<file path="src/rtl/a2d_spi_responder.sv">
// a2d_spi_responder: SPI slave model of the 8-channel, 12-bit A2D converter
// on the e-bike A2D link. Each 16-bit frame shifts in a command whose bits
// [13:11] select a channel. The following frame shifts out that channel's
// conversion result, which is snapshotted when the command frame completes.
//
// Optional build macro A2D_CHAN_TAG_EN: when defined, response bits [15:12]
// carry {1'b0, channel}. When undefined, those bits are zero.
//
// Handshake: cmd_vld is a one-clk pulse. It is asserted in the clk after a
// frame of exactly XFER_BITS SCLK rises ends. chnl is valid in that same clk
// and holds its value until the next accepted command. No backpressure.
module a2d_spi_responder #(
    parameter int SYNC_STAGES = 2,
    parameter int XFER_BITS   = 16
) (
    input  logic        clk,
    input  logic        rst_n,
    input  logic        SS_n,
    input  logic        SCLK,
    input  logic        MOSI,
    output logic        MISO,
    input  logic [95:0] ana,
    output logic [2:0]  chnl,
    output logic        cmd_vld,
    output logic        frm_err,
    output logic [1:0]  state_dbg
);

    typedef enum logic [1:0] {
        IDLE  = 2'd0,
        SHIFT = 2'd1,
        DONE  = 2'd2
    } state_t;

    state_t state;

    logic [SYNC_STAGES-1:0] ss_sync;
    logic [SYNC_STAGES-1:0] sclk_sync;
    logic [SYNC_STAGES-1:0] mosi_sync;
    logic                   ss_d;
    logic                   sclk_d;

    logic ss_s;
    logic sclk_s;
    logic mosi_s;
    logic ss_fall;
    logic ss_rise;
    logic sclk_rise;
    logic sclk_fall;

    // Only the low 14 received bits are kept. Bits [15:14] of the command
    // are never used, and [13:11] land in the same positions either way.
    logic [13:0] rx_shift;
    logic [15:0] tx_shift;
    logic [15:0] resp;
    logic [4:0]  bit_cnt;
    logic        first_fall;
    logic [11:0] sel_val;

    // Bring the asynchronous SPI pins into the clk domain.
    // Each SS_n/SCLK stage resets to the idle-high level. That way reset
    // never manufactures a false edge.
    always_ff @(posedge clk or negedge rst_n) begin
        if (!rst_n) begin
            ss_sync   <= '1;
            sclk_sync <= '1;
            mosi_sync <= '0;
            ss_d      <= 1'b1;
            sclk_d    <= 1'b1;
        end else begin
            ss_sync   <= {ss_sync[SYNC_STAGES-2:0], SS_n};
            sclk_sync <= {sclk_sync[SYNC_STAGES-2:0], SCLK};
            mosi_sync <= {mosi_sync[SYNC_STAGES-2:0], MOSI};
            ss_d      <= ss_sync[SYNC_STAGES-1];
            sclk_d    <= sclk_sync[SYNC_STAGES-1];
        end
    end

    assign ss_s      = ss_sync[SYNC_STAGES-1];
    assign sclk_s    = sclk_sync[SYNC_STAGES-1];
    assign mosi_s    = mosi_sync[SYNC_STAGES-1];
    assign ss_fall   = ss_d & ~ss_s;
    assign ss_rise   = ~ss_d & ss_s;
    assign sclk_rise = ~sclk_d & sclk_s;
    assign sclk_fall = sclk_d & ~sclk_s;

    // Select the conversion value addressed by the received command.
    always_comb begin
        sel_val = '0;
        for (int k = 0; k < 8; k++) begin
            if (rx_shift[13:11] == 3'(k)) begin
                sel_val = ana[12*k +: 12];
            end
        end
    end

    // Frame FSM: handles shifting, command acceptance and framing errors.
    always_ff @(posedge clk or negedge rst_n) begin
        if (!rst_n) begin
            state      <= IDLE;
            tx_shift   <= 16'h0000;
            rx_shift   <= '0;
            resp       <= 16'h0000;
            bit_cnt    <= '0;
            first_fall <= 1'b0;
            chnl       <= 3'd0;
            cmd_vld    <= 1'b0;
            frm_err    <= 1'b0;
        end else begin
            cmd_vld <= 1'b0;
            case (state)
                IDLE: begin
                    if (ss_fall) begin
                        tx_shift   <= resp;
                        bit_cnt    <= '0;
                        first_fall <= 1'b1;
                        state      <= SHIFT;
                    end
                end
                SHIFT: begin
                    if (ss_rise) begin
                        state <= DONE;
                    end else begin
                        if (sclk_rise) begin
                            rx_shift <= {rx_shift[12:0], mosi_s};
                            if (bit_cnt != 5'd31) begin
                                bit_cnt <= bit_cnt + 5'd1;
                            end
                        end
                        // The first fall only opens the frame. Bit 15 must
                        // still be on MISO at the first rise.
                        if (sclk_fall) begin
                            if (first_fall) begin
                                first_fall <= 1'b0;
                            end else begin
                                tx_shift <= {tx_shift[14:0], 1'b0};
                            end
                        end
                    end
                end
                DONE: begin
                    if (bit_cnt == 5'(XFER_BITS)) begin
                        chnl    <= rx_shift[13:11];
                        cmd_vld <= 1'b1;
`ifdef A2D_CHAN_TAG_EN
                        resp    <= {1'b0, rx_shift[13:11], sel_val};
`else
                        resp    <= {4'h0, sel_val};
`endif
                    end else begin
                        frm_err <= 1'b1;
                    end
                    state <= IDLE;
                end
                default: state <= IDLE;
            endcase
        end
    end

    assign MISO      = tx_shift[15];
    assign state_dbg = state;

endmodule

</file>
<file path="config.mk">
export PLATFORM = sky130hd
export DESIGN_NAME = a2d_spi_responder
export DESIGN_NICKNAME = d
export VERILOG_FILES = /design/src/rtl/a2d_spi_responder.sv
export SDC_FILE = /design/constraint.sdc
export NUM_CORES = 1
export LEC_CHECK = 0
export CORE_MARGIN = 10
export CORE_UTILIZATION = 50
export CTS_CLUSTER_SIZE = 25
export DETAILED_ROUTE_END_ITERATION = 7
export GPL_TIMING_DRIVEN = 0
export PLACE_DENSITY_LB_ADDON = 0.1
export SLEW_MARGIN = 5
export SYNTH_ARGS = -nofsm -noshare
export SYNTH_HDL_FRONTEND = slang
export SYNTH_SLANG_ARGS = --single-unit
</file>
<file path="constraint.sdc">
create_clock -name clk -period 3.15 [get_ports clk]
set_input_delay 0.7875 -clock clk [delete_from_list [all_inputs] [get_ports clk]]
set_output_delay 0.7875 -clock clk [all_outputs]
set_load 0.05 [all_outputs]
</file>
# Word level (Yosys, flattened, before mapping)
# Index checks and enable logic that the tools add are counted.
[word_totals]
reg_bits = 63
latch_bits = 0
mem_bits_rw = 0
rom_bits = 0
inputBits = 101
memories = 0
[op_classes]
n_addsub = 1
mul = 0
div = 0
magnitude_cmp = 0
eq_ne = 18
n_shift = 0
n_mux = 27
bitwise_logic = 10
reduce_logical = 10
[op_table]
columns = ["operator", "n"]
rows = [
  ["12-bit two-way mux", 8],
  ["16-bit two-way mux", 4],
  ["16-bit one-hot mux with 2 select lines", 1],
  ["5-bit two-way mux", 4],
  ["2-bit inequality test, second input constant", 7],
  ["3-bit equality test, second input constant", 4],
  ["5-bit one-hot mux with 2 select lines", 1],
  ["5-bit AND reduction", 2],
  ["3-bit by 2-bit equality test with 1-bit output, second input constant", 2],
  ["1-bit inverter", 6],
  ["2-bit AND reduction", 3],
  ["5-bit by 1-bit adder with 5-bit output, second input constant", 1],
  ["5-bit equality test, second input constant", 1],
  ["1-bit two-way mux", 5],
  ["5-bit inequality test, second input constant", 1],
  ["1-bit bitwise AND", 4],
  ["2-bit two-way mux", 2],
  ["2-bit one-hot mux with 2 select lines", 1],
  ["4-bit AND reduction", 1],
  ["3-bit by 1-bit equality test with 1-bit output, second input constant", 1],
  ["3-bit zero test", 1],
  ["3-bit AND reduction", 1],
  ["2-bit by 1-bit equality test with 1-bit output, second input constant", 1],
  ["2-bit equality test, second input constant", 1],
  ["3 further kinds", 3],
]

# Depth between registers and ports, before layout
# Gate-level depths: netlist of the first run.
[depth]
ltp_word = 9
depth_mapped = 8
mapped_depth_nobuf = 7

# Worst setup path after synthesis of the first run
# No wires, ideal clock.
[synth_timing]
path_type = "register to register"
from = "register state[0], in the netlist state_dbg[0]"
to = "register tx_shift[2]"
setup_time_ns = 0.127
arrival_ns = 2.014
required_ns = 3.023
path_slack_ns = 1.008
path_stages_with_launch = 6
path_cell_list = "dfrtp_1 > nor2b_1 > buf_2 > clkbuf_1 > mux2_2 > mux2_1"
[synth_between]
elab_chain_len = 3
[synth_rtl]
columns = ["item", "line", "source"]
rows = [
  ["from (decl)", "35", "state_t state;"],
  ["from (signal assigned)", "100", "state <= IDLE;"],
  ["from (signal assigned)", "117", "state <= SHIFT;"],
  ["from (signal assigned)", "122", "state <= DONE;"],
  ["2-bit by 1-bit equality test with 1-bit output / 2-bit zero test (equally long branches)", "111", "case (state)"],
  ["2-bit inequality test (no source line) / 2-bit nonzero test (equally long branches)", "n/a", ""],
  ["5-bit AND reduction (no source line)", "n/a", ""],
  ["to (signal assigned)", "114", "tx_shift <= resp;"],
  ["to (signal assigned)", "136", "tx_shift <= {tx_shift[14:0], 1'b0};"],
  ["to (decl)", "54", "logic [15:0] tx_shift;"],
]
# Several ways; a longest one is shown, not always the timed one.
# A chain may end at the register's enable or synchronous reset.

# Final worst setup path of the first run
[layout_timing]
from = "register state[1], in the netlist state_dbg[1]"
to = "output state_dbg[1]"
[layout_lines]
columns = ["item", "line", "source"]
rows = [
  ["to (decl)", "26", "output logic [1:0] state_dbg"],
]
# No word-level cell between the ends.

==> results.sh, run 1 <==
export IMPL_yosys_area_top_type="dfrtp_1"
export IMPL_wirelength_mm=9.704
export IMPL_power_share_sequential_pct=43.6
export IMPL_dp_hpwl_mm=7.806
export IMPL_gp_congestion=0.8307
export IMPL_first_global_vias=3316
export IMPL_syn_area_per_cell_sq_um=10.45
export IMPL_start_util_pct=51.73
export IMPL_min_path_type="flip-flop to flip-flop"
export IMPL_leakage_nw=2.039
export IMPL_antenna_found_initial=0
export IMPL_crit_family="buffers and inverters"
export IMPL_crit_arrival_ns=1.67
export IMPL_diodes=0
export IMPL_slowest_delay_ns=0.86
export IMPL_start_kind="flip-flop"
export IMPL_timing_hold_ws_ns=0.3532
export IMPL_cp_required_ns=2.36
export IMPL_chipWidth_microns=104.3
export IMPL_slowest_stage="clkdlybuf4s50_1"
export IMPL_clk_pin_slew_ns=0.07
export IMPL_path_cells="clkdlybuf4s50_1"
export IMPL_rrSetupSlack_ns=0.88
export IMPL_setup_violations=0
export IMPL_insertion_delay_ns=0.34
export IMPL_p_sw_mw=0.5235
export IMPL_netlist_top_cells_area="dfrtp_1 40%, mux2i_1 11%, mux2_2 9.5%"
export IMPL_ff2ff_path_depth=6
export IMPL_io_pin_count=109
export IMPL_path_buf_inv=1
export IMPL_post_cts_setup_buffers=0
export IMPL_portBuffers=108
export IMPL_worst_setup_path_type="flip-flop to output pin"
export IMPL_min_period_ns=2.461
export IMPL_cts_resized=0
export IMPL_grt_pass1_wl_mm=16.10
export IMPL_drv_slew=0
export IMPL_p_clk_share_pct=39.3
export IMPL_drv_cap=0
export IMPL_track_usage_pct=18.06
export IMPL_final_common_cell="clkdlybuf4s50_1"
export IMPL_synth_edf_count=0
export IMPL_hold_end="mosi_sync[1]"
export IMPL_grt_overflow_total=0
export IMPL_slew_headroom_pct=49.23
export IMPL_finalPower_mw=2.175
export IMPL_drc=0
export IMPL_sw_frac_of_total_pct=24.07
export IMPL_stdcell_count=560
export IMPL_rsz0062_at_grt="no"
export IMPL_finalSetupTns_ns=0
export IMPL_ctsRootBufferMaster="clkbuf_8"
export IMPL_die_area_sq_um=10880
export IMPL_endpoint_kind="output pin"
export IMPL_hold_violations=0
export IMPL_clkSinkCount=63
export IMPL_finish_utilization_pct=72.73
export IMPL_drtAntennaViolNets=0
export IMPL_tritoncts="yes"
export IMPL_stdcell_area_sq_um=4996
export IMPL_fin_skew_ns=0.003478
export IMPL_layout_drive_gt1_share_pct=17.89
export IMPL_layout_common_cells="107 x clkdlybuf4s50_1, 57 x dfrtp_1, 38 x mux2i_1"
export IMPL_fmax_mhz=406.4
export IMPL_htreeDepth=3
export IMPL_worst_slew_pin_slew_ns=0.7616
export IMPL_ctsHoldBuffers=0
export IMPL_min_path_cells=0
export IMPL_dp_cells=544
export IMPL_fp_dieH_microns=104.3
export IMPL_yosys_warnings=0
export IMPL_detailedPlace_worstSlack_ns=0.8917
export IMPL_synth_flop_cell="dfrtp_1"
export IMPL_synth_net_count=444
export IMPL_netlist_area_sq_um=3553
export IMPL_layout_nets=563
export IMPL_placed_area_sq_um=4752
export IMPL_detail_route_iter0_violations=117
export IMPL_area_growth_pct=40.60
export IMPL_clockBufferDepth=2
export IMPL_dr_pass1_iters=4
export IMPL_nFillCells=516
export IMPL_cp_max_fo=6
export IMPL_syn_inst=340
export IMPL_setup_slack_ns=0.6892
export IMPL_multi_input_area_sq_um=1822
export IMPL_async_flop_share_pct=100.0
export IMPL_ff_latch_area_sq_um=1584
export IMPL_avgViaCountPerCell=5.386
export IMPL_synth_top_area_share_pct=40.14
export IMPL_combPwrFrac_pct=17.1
export IMPL_timing_rr_start="bit_cnt[0]"
export IMPL_status="complete, no violations"
export IMPL_num_rows=30
export IMPL_rr_endpoint="bit_cnt[4]"
export IMPL_grt_max_degree=64
export IMPL_cts_buffers=9
export IMPL_synth_distinct_cells=47
export IMPL_p_int_mw=1.651
export IMPL_vias=3016
export IMPL_hold_start="mosi_sync[0]"
export IMPL_core_area_sq_um=6869
export IMPL_routedWlPerCell_microns=17.33
export IMPL_max_vdd_ir_drop_mv=0.2103
export IMPL_ys_seq_elements=63
export IMPL_min_period_over_period_pct=78.12
export IMPL_yosysSeqAreaShare_pct=44.58
export IMPL_p_per_area_nw_per_um2=435.3
## power groups by stage
stage	Combinational, mW	Clock [mW]	Sequential (mW)
after floorplan	0.172	0	0.964
after CTS	0.378	0.866	0.949
after global routing	0.406	0.905	0.959
after detailed placement	0.377	0	0.965
after global placement	0.364	0	0.958
final	0.371	0.856	0.948
## sequential cells by signal, indices dropped and copies added, names as in the netlist
register and count:
rx_shift 14, state_dbg 2, first_fall 1, sclk_sync 2
resp 12, sclk_d 1, ss_d 1, mosi_sync 2
bit_cnt 5, ss_sync 2, frm_err 1, cmd_vld 1
tx_shift 16, chnl 3
## how the worst max path moves through the flow
stage          slack [ns]          from  depth (start not counted)           end
6_report             0.69  state_dbg[1]                          1  state_dbg[1]
5_1_grt              0.62  state_dbg[0]                          1  state_dbg[0]
2_1_floorplan        1.01  state_dbg[0]                          5   tx_shift[2]
3_3_place_gp        -0.72         rst_n                          1       chnl[2]
3_5_place_dp         0.89    bit_cnt[0]                          6    bit_cnt[1]
4_1_cts              0.67  state_dbg[1]                          1  state_dbg[1]
## layer usage
metal	wire [microns]	up-vias	global-route usage, %
li1	-	1451	-
met1	3868	1453	18.99
met2	4737	99	30.62
met3	940	13	8.612
met4	157	0	6.660
met5	0	-	0
## final cells by class
| class | count | area share (%) |
|---|---|---|
| Buffer | 26 | 2.354 |
| Sequential cell | 63 | 31.71 |
| Inverter | 8 | 0.6011 |
| Clock inverter | 7 | 2.404 |
| Tap cell | 96 | 2.404 |
| Multi-Input combinational cell | 243 | 36.46 |
| Timing Repair Buffer | 108 | 21.59 |
| Clock buffer | 9 | 2.479 |
## cell usage after synthesis, types with 7 or more instances
library cell and count:
o21ai_0 32, nor3b_1 11, nor2_1 24, clkbuf_1 15
inv_1 7, a31oi_1 11, nand2b_1 7, mux2_2 30
o22ai_1 10, dfrtp_1 57, or2_2 11, nand2_1 24
mux2i_1 38
## cell families (layout without fill, tap and decap cells)
| logic type | Yosys count | after routing | share of synthesized area, % |
|---|---|---|---|
| AO/OA/AOI/OAI | 65 | 65 | 11.27 |
| adder cells (fa/ha/maj) | 3 | 3 | 1.056 |
| buffers and inverters | 34 | 158 | 4.155 |
| flip-flops | 63 | 63 | 44.58 |
| multiplexers | 77 | 77 | 24.01 |
| AND/OR/NAND/NOR | 98 | 98 | 14.93 |
No activity file was read; power rests on OpenSTA's default activity.
==> run 2: changes to the inputs <==
- CORE_UTILIZATION: 50 -> 43
- clock period: 3.15 -> 2.26 ns (I/O delays scaled with it)
==> results.sh, run 2 (synthesized netlist as in run 1, its figures left out) <==
export IMPL_drtAntennaViolNets=0
export IMPL_io_pin_count=109
export IMPL_num_rows=33
export IMPL_endpoint_kind="flip-flop"
export IMPL_p_clk_share_pct=35.5
export IMPL_start_kind="flip-flop"
export IMPL_area_growth_pct=40.35
export IMPL_first_global_vias=3112
export IMPL_htreeDepth=3
export IMPL_leakage_nw=2.055
export IMPL_core_area_sq_um=8134
export IMPL_drv_slew=0
export IMPL_drc=0
export IMPL_finish_utilization_pct=61.31
export IMPL_setup_slack_ns=0.09786
export IMPL_portBuffers=108
export IMPL_antenna_found_initial=0
export IMPL_power_share_sequential_pct=46.4
export IMPL_status="complete, no violations"
export IMPL_fin_skew_ns=0.01129
export IMPL_worst_slew_pin_slew_ns=0.7718
export IMPL_fmax_mhz=462.5
export IMPL_grt_pass1_wl_mm=15.37
export IMPL_min_period_ns=2.162
export IMPL_die_area_sq_um=12300
export IMPL_gp_congestion=0.7998
export IMPL_detailedPlace_worstSlack_ns=0.01537
export IMPL_track_usage_pct=15.15
export IMPL_chipWidth_microns=110.9
export IMPL_top_register="tx_shift"
export IMPL_detail_route_iter0_violations=73
export IMPL_cp_required_ns=2.53
export IMPL_max_vdd_ir_drop_mv=0.3187
export IMPL_routedWlPerCell_microns=16.91
export IMPL_tritoncts="yes"
export IMPL_fp_dieH_microns=110.9
export IMPL_ctsRootBufferMaster="clkbuf_8"
export IMPL_p_int_mw=2.110
export IMPL_sw_frac_of_total_pct=25.77
export IMPL_dp_hpwl_mm=7.726
export IMPL_cts_buffers=9
export IMPL_finalPower_mw=2.842
export IMPL_start_util_pct=43.69
export IMPL_ff2ff_path_depth=6
export IMPL_grt_overflow_total=0
export IMPL_dr_pass1_iters=4
export IMPL_crit_arrival_ns=2.43
export IMPL_hold_violations=0
export IMPL_cp_max_fo=4
export IMPL_worst_setup_path_type="flip-flop to flip-flop"
export IMPL_min_period_over_period_pct=95.67
export IMPL_clockBufferDepth=2
export IMPL_reg_top3="tx_shift (16), rx_shift (14), resp (12)"
export IMPL_p_sw_mw=0.7325
export IMPL_setup_violations=0
export IMPL_avgViaCountPerCell=5.153
export IMPL_final_common_cell="clkdlybuf4s50_1"
export IMPL_wirelength_mm=9.624
export IMPL_slew_headroom_pct=48.55
export IMPL_grt_max_degree=64
export IMPL_clk_pin_slew_ns=0.07
export IMPL_insertion_delay_ns=0.34
export IMPL_layout_drive_gt1_share_pct=18.53
export IMPL_combPwrFrac_pct=18.1
export IMPL_diodes=0
export IMPL_timing_hold_ws_ns=0.2917
export IMPL_min_path_type="input port to asynchronous set/reset pin"
export IMPL_p_per_area_nw_per_um2=569.9
export IMPL_clkSinkCount=63
export IMPL_vias=2932
export IMPL_layout_common_cells="105 x clkdlybuf4s50_1, 57 x dfrtp_1, 38 x mux2i_1"
export IMPL_largest_reg_flops=16
export IMPL_drv_cap=0
export IMPL_layout_nets=563
-- run 2: final timing paths --
kind | startpoint | endpoint | slack, ns
max | bit_cnt[0] | bit_cnt[3] | 0.1
min | rst_n | bit_cnt[3] | 0.29
max reg2reg | bit_cnt[0] | bit_cnt[3] | 0.1
min reg2reg | sclk_sync[0] | sclk_sync[1] | 0.36
max in group asynchronous | rst_n | resp[7] | 1.46
min in group clk | sclk_sync[0] | sclk_sync[1] | 0.36
-- run 2: power groups by stage --
stage | Sequential [mW] | Combinational, mW | Clock [mW]
3_5_place_dp | 1.34 | 0.520 | 0
3_3_place_gp | 1.34 | 0.510 | 0
2_1_floorplan | 1.34 | 0.240 | 0
5_1_grt | 1.34 | 0.561 | 1.07
4_1_cts | 1.32 | 0.521 | 1.03
6_report | 1.32 | 0.514 | 1.01
-- run 2: stage by stage --
step / setup TNS (ns) / std cells / cell area [sq um]
floorplan: 0 / 340 / 3553
global placement: -83.50 / 553 / 4766
detailed placement: 0 / 553 / 4763
CTS: 0 / 569 / 4975
global route: -0.01791 / 569 / 4987
finish: 0 / 569 / 4987
-- run 2: repair_timing --
action / CTS / global route
endpoints found under the setup margin: 1 / 5
setup buffers: 0 / 0
gates resized for setup: 1 / 4
cloned: 0 / 0
hold buffers: 0 / 0
-- run 2: worst max-delay path, cell delays in order, from the launching register on --
cell     delay [ns]
dfrtp_1        0.41
ha_1           0.22
and3_1         0.18
ha_1           0.16
or3b_2         0.51
nor4_1         0.36
mux2i_1        0.23
-- run 2: cell type report --
| class | instances | area, sq um |
|---|---|---|
| clock inverter | 6 | 68.82 |
| buffer | 26 | 118.9 |
| clock buffer | 10 | 137.6 |
| sequential | 63 | 1584 |
| fill | 662 | 3147 |
| inverter | 8 | 30.03 |
| timing repair buffer | 108 | 1084 |
| tap | 105 | 131.4 |
| multi-input combinational | 243 | 1833 |
-- run 2: routing by layer --
metal  global-route usage [%]  wire length [microns]  up-vias
li1                         -                      -     1453
met2                    24.69                   4559       94
met1                    17.18                   3994     1374
met3                    6.764                    897       11
met5                        0                      0        -
met4                    5.295                    172        0
==> run 3: changes to the inputs <==
- CORE_MARGIN: 10 -> 5
==> results.sh, run 3 (synthesized netlist as in run 1, its figures left out) <==
export IMPL_clk_pin_slew_ns=0.08
export IMPL_stdcell_count=569
export IMPL_nFillCells=684
export IMPL_cp_max_fo=4
export IMPL_io_pin_count=109
export IMPL_start_kind="flip-flop"
export IMPL_ctsHoldBuffers=0
export IMPL_dp_hpwl_mm=7.248
export IMPL_dr_pass1_iters=4
export IMPL_portBuffers=108
export IMPL_grt_pass1_wl_mm=15.50
export IMPL_final_common_cell="clkdlybuf4s50_1"
export IMPL_vias=2929
export IMPL_antenna_found_initial=0
export IMPL_num_rows=33
export IMPL_first_global_vias=3243
export IMPL_rr_endpoint="bit_cnt[1]"
export IMPL_layout_common_cells="105 x clkdlybuf4s50_1, 57 x dfrtp_1, 38 x mux2i_1"
export IMPL_htreeDepth=3
export IMPL_grt_max_degree=64
export IMPL_detailedPlace_worstSlack_ns=-0.08233
export IMPL_drv_cap=0
export IMPL_ctsRootBufferMaster="clkbuf_8"
export IMPL_placed_area_sq_um=4763
export IMPL_timing_rr_start="bit_cnt[0]"
export IMPL_fin_skew_ns=0.009418
export IMPL_stdcell_area_sq_um=4952
export IMPL_routedWlPerCell_microns=16.19
export IMPL_setup_slack_ns=0.08914
export IMPL_min_path_type="input port to asynchronous set/reset pin"
export IMPL_max_vdd_ir_drop_mv=0.2890
export IMPL_fp_dieH_microns=100.9
export IMPL_finish_utilization_pct=60.88
export IMPL_die_area_sq_um=10180
export IMPL_endpoint_kind="flip-flop"
export IMPL_grt_overflow_total=0
export IMPL_worst_setup_path_type="flip-flop to flip-flop"
export IMPL_drv_slew=0
export IMPL_post_cts_setup_buffers=0
export IMPL_core_area_sq_um=8134
export IMPL_layout_nets=563
export IMPL_clkSinkCount=63
export IMPL_dp_cells=553
export IMPL_hold_violations=0
export IMPL_drtAntennaViolNets=0
export IMPL_largest_reg_flops=16
export IMPL_worst_slew_pin_slew_ns=0.7824
export IMPL_finalPower_mw=2.763
export IMPL_avgViaCountPerCell=5.148
export IMPL_diodes=0
export IMPL_area_growth_pct=39.37
export IMPL_chipWidth_microns=100.9
export IMPL_gp_congestion=0.8378
export IMPL_tritoncts="yes"
export IMPL_top_register="tx_shift"
export IMPL_slew_headroom_pct=47.84
export IMPL_ff_latch_area_sq_um=1584
export IMPL_fmax_mhz=460.6
export IMPL_min_period_over_period_pct=96.06
export IMPL_min_period_ns=2.171
export IMPL_insertion_delay_ns=0.34
export IMPL_track_usage_pct=19.46
export IMPL_drc=0
export IMPL_rrSetupSlack_ns=0.09
export IMPL_wirelength_mm=9.210
export IMPL_multi_input_area_sq_um=1827
export IMPL_status="complete, no violations"
export IMPL_reg_top3="tx_shift (16), rx_shift (14), resp (12)"
export IMPL_leakage_nw=2.019
export IMPL_detail_route_iter0_violations=103
export IMPL_clockBufferDepth=2
export IMPL_cts_buffers=9
export IMPL_crit_arrival_ns=2.43
export IMPL_rsz0062_at_grt="yes"
export IMPL_ff2ff_path_depth=6
export IMPL_cp_required_ns=2.52
export IMPL_layout_drive_gt1_share_pct=18.32
export IMPL_setup_violations=0
export IMPL_p_per_area_nw_per_um2=557.9
export IMPL_start_util_pct=43.69
## run 3: area by class of cell
type	instances	share of cell area, %
Multi-Input combinational cell	243	36.89
Clock inverter	7	1.238
Clock buffer	9	2.501
Tap cell	105	2.653
Timing Repair Buffer	108	21.73
Inverter	8	0.6064
Buffer	26	2.400
Sequential cell	63	31.99
## run 3: timing repair
item                       CTS  global route
hold endpoints to repair     0             0
resized for setup            3             1
setup endpoints to repair    5             3
gates cloned                 0             0
## run 3: per-layer routing
layer / wire, microns / share of wire, % / GRT usage, % / vias to the layer above
li1: - / - / - / 1452
met1: 4095 / 44 / 25.12 / 1385
met2: 4423 / 48 / 31.09 / 84
met3: 564 / 6.1 / 6.021 / 8
met4: 125 / 1.4 / 6.442 / 0
met5: 0 / 0 / 0 / -
## run 3: worst max-delay path, cell delays in order (launching register included)
cell     delay, ns
dfrtp_1       0.42
ha_1          0.22
and3_1        0.18
ha_1          0.17
or3b_2        0.51
nor3_2        0.32
mux2i_1       0.26
## run 3: power by group
part           switching (mW)  leakage [nW]  internal [mW]
logic                   0.201          1.11          0.317
registers              0.0738         0.826           1.25
clock network           0.507        0.0888          0.418
## run 3: how the worst max path moves through the flow
stage                       startpoint           end  slack [ns]  depth (start not counted)
final                       bit_cnt[0]    bit_cnt[1]        0.09                          6
after global routing        bit_cnt[0]    bit_cnt[1]      -0.001                          6
after global placement           rst_n  rx_shift[13]       -1.40                          1
after CTS                   bit_cnt[0]    bit_cnt[2]        0.07                          6
after floorplan           state_dbg[0]   tx_shift[2]        0.12                          5
after detailed placement    bit_cnt[0]    bit_cnt[1]       -0.08                          6
## run 3: through the flow
stage | hold WS (ns) | TNS (ns)
after CTS | 0.3117 | 0
after floorplan | 0.2694 | 0
after detailed placement | 0.3472 | -0.1890
after global placement | 0.3471 | -84.13
after global routing | 0.3345 | -0.001154
final | 0.2912 | 0
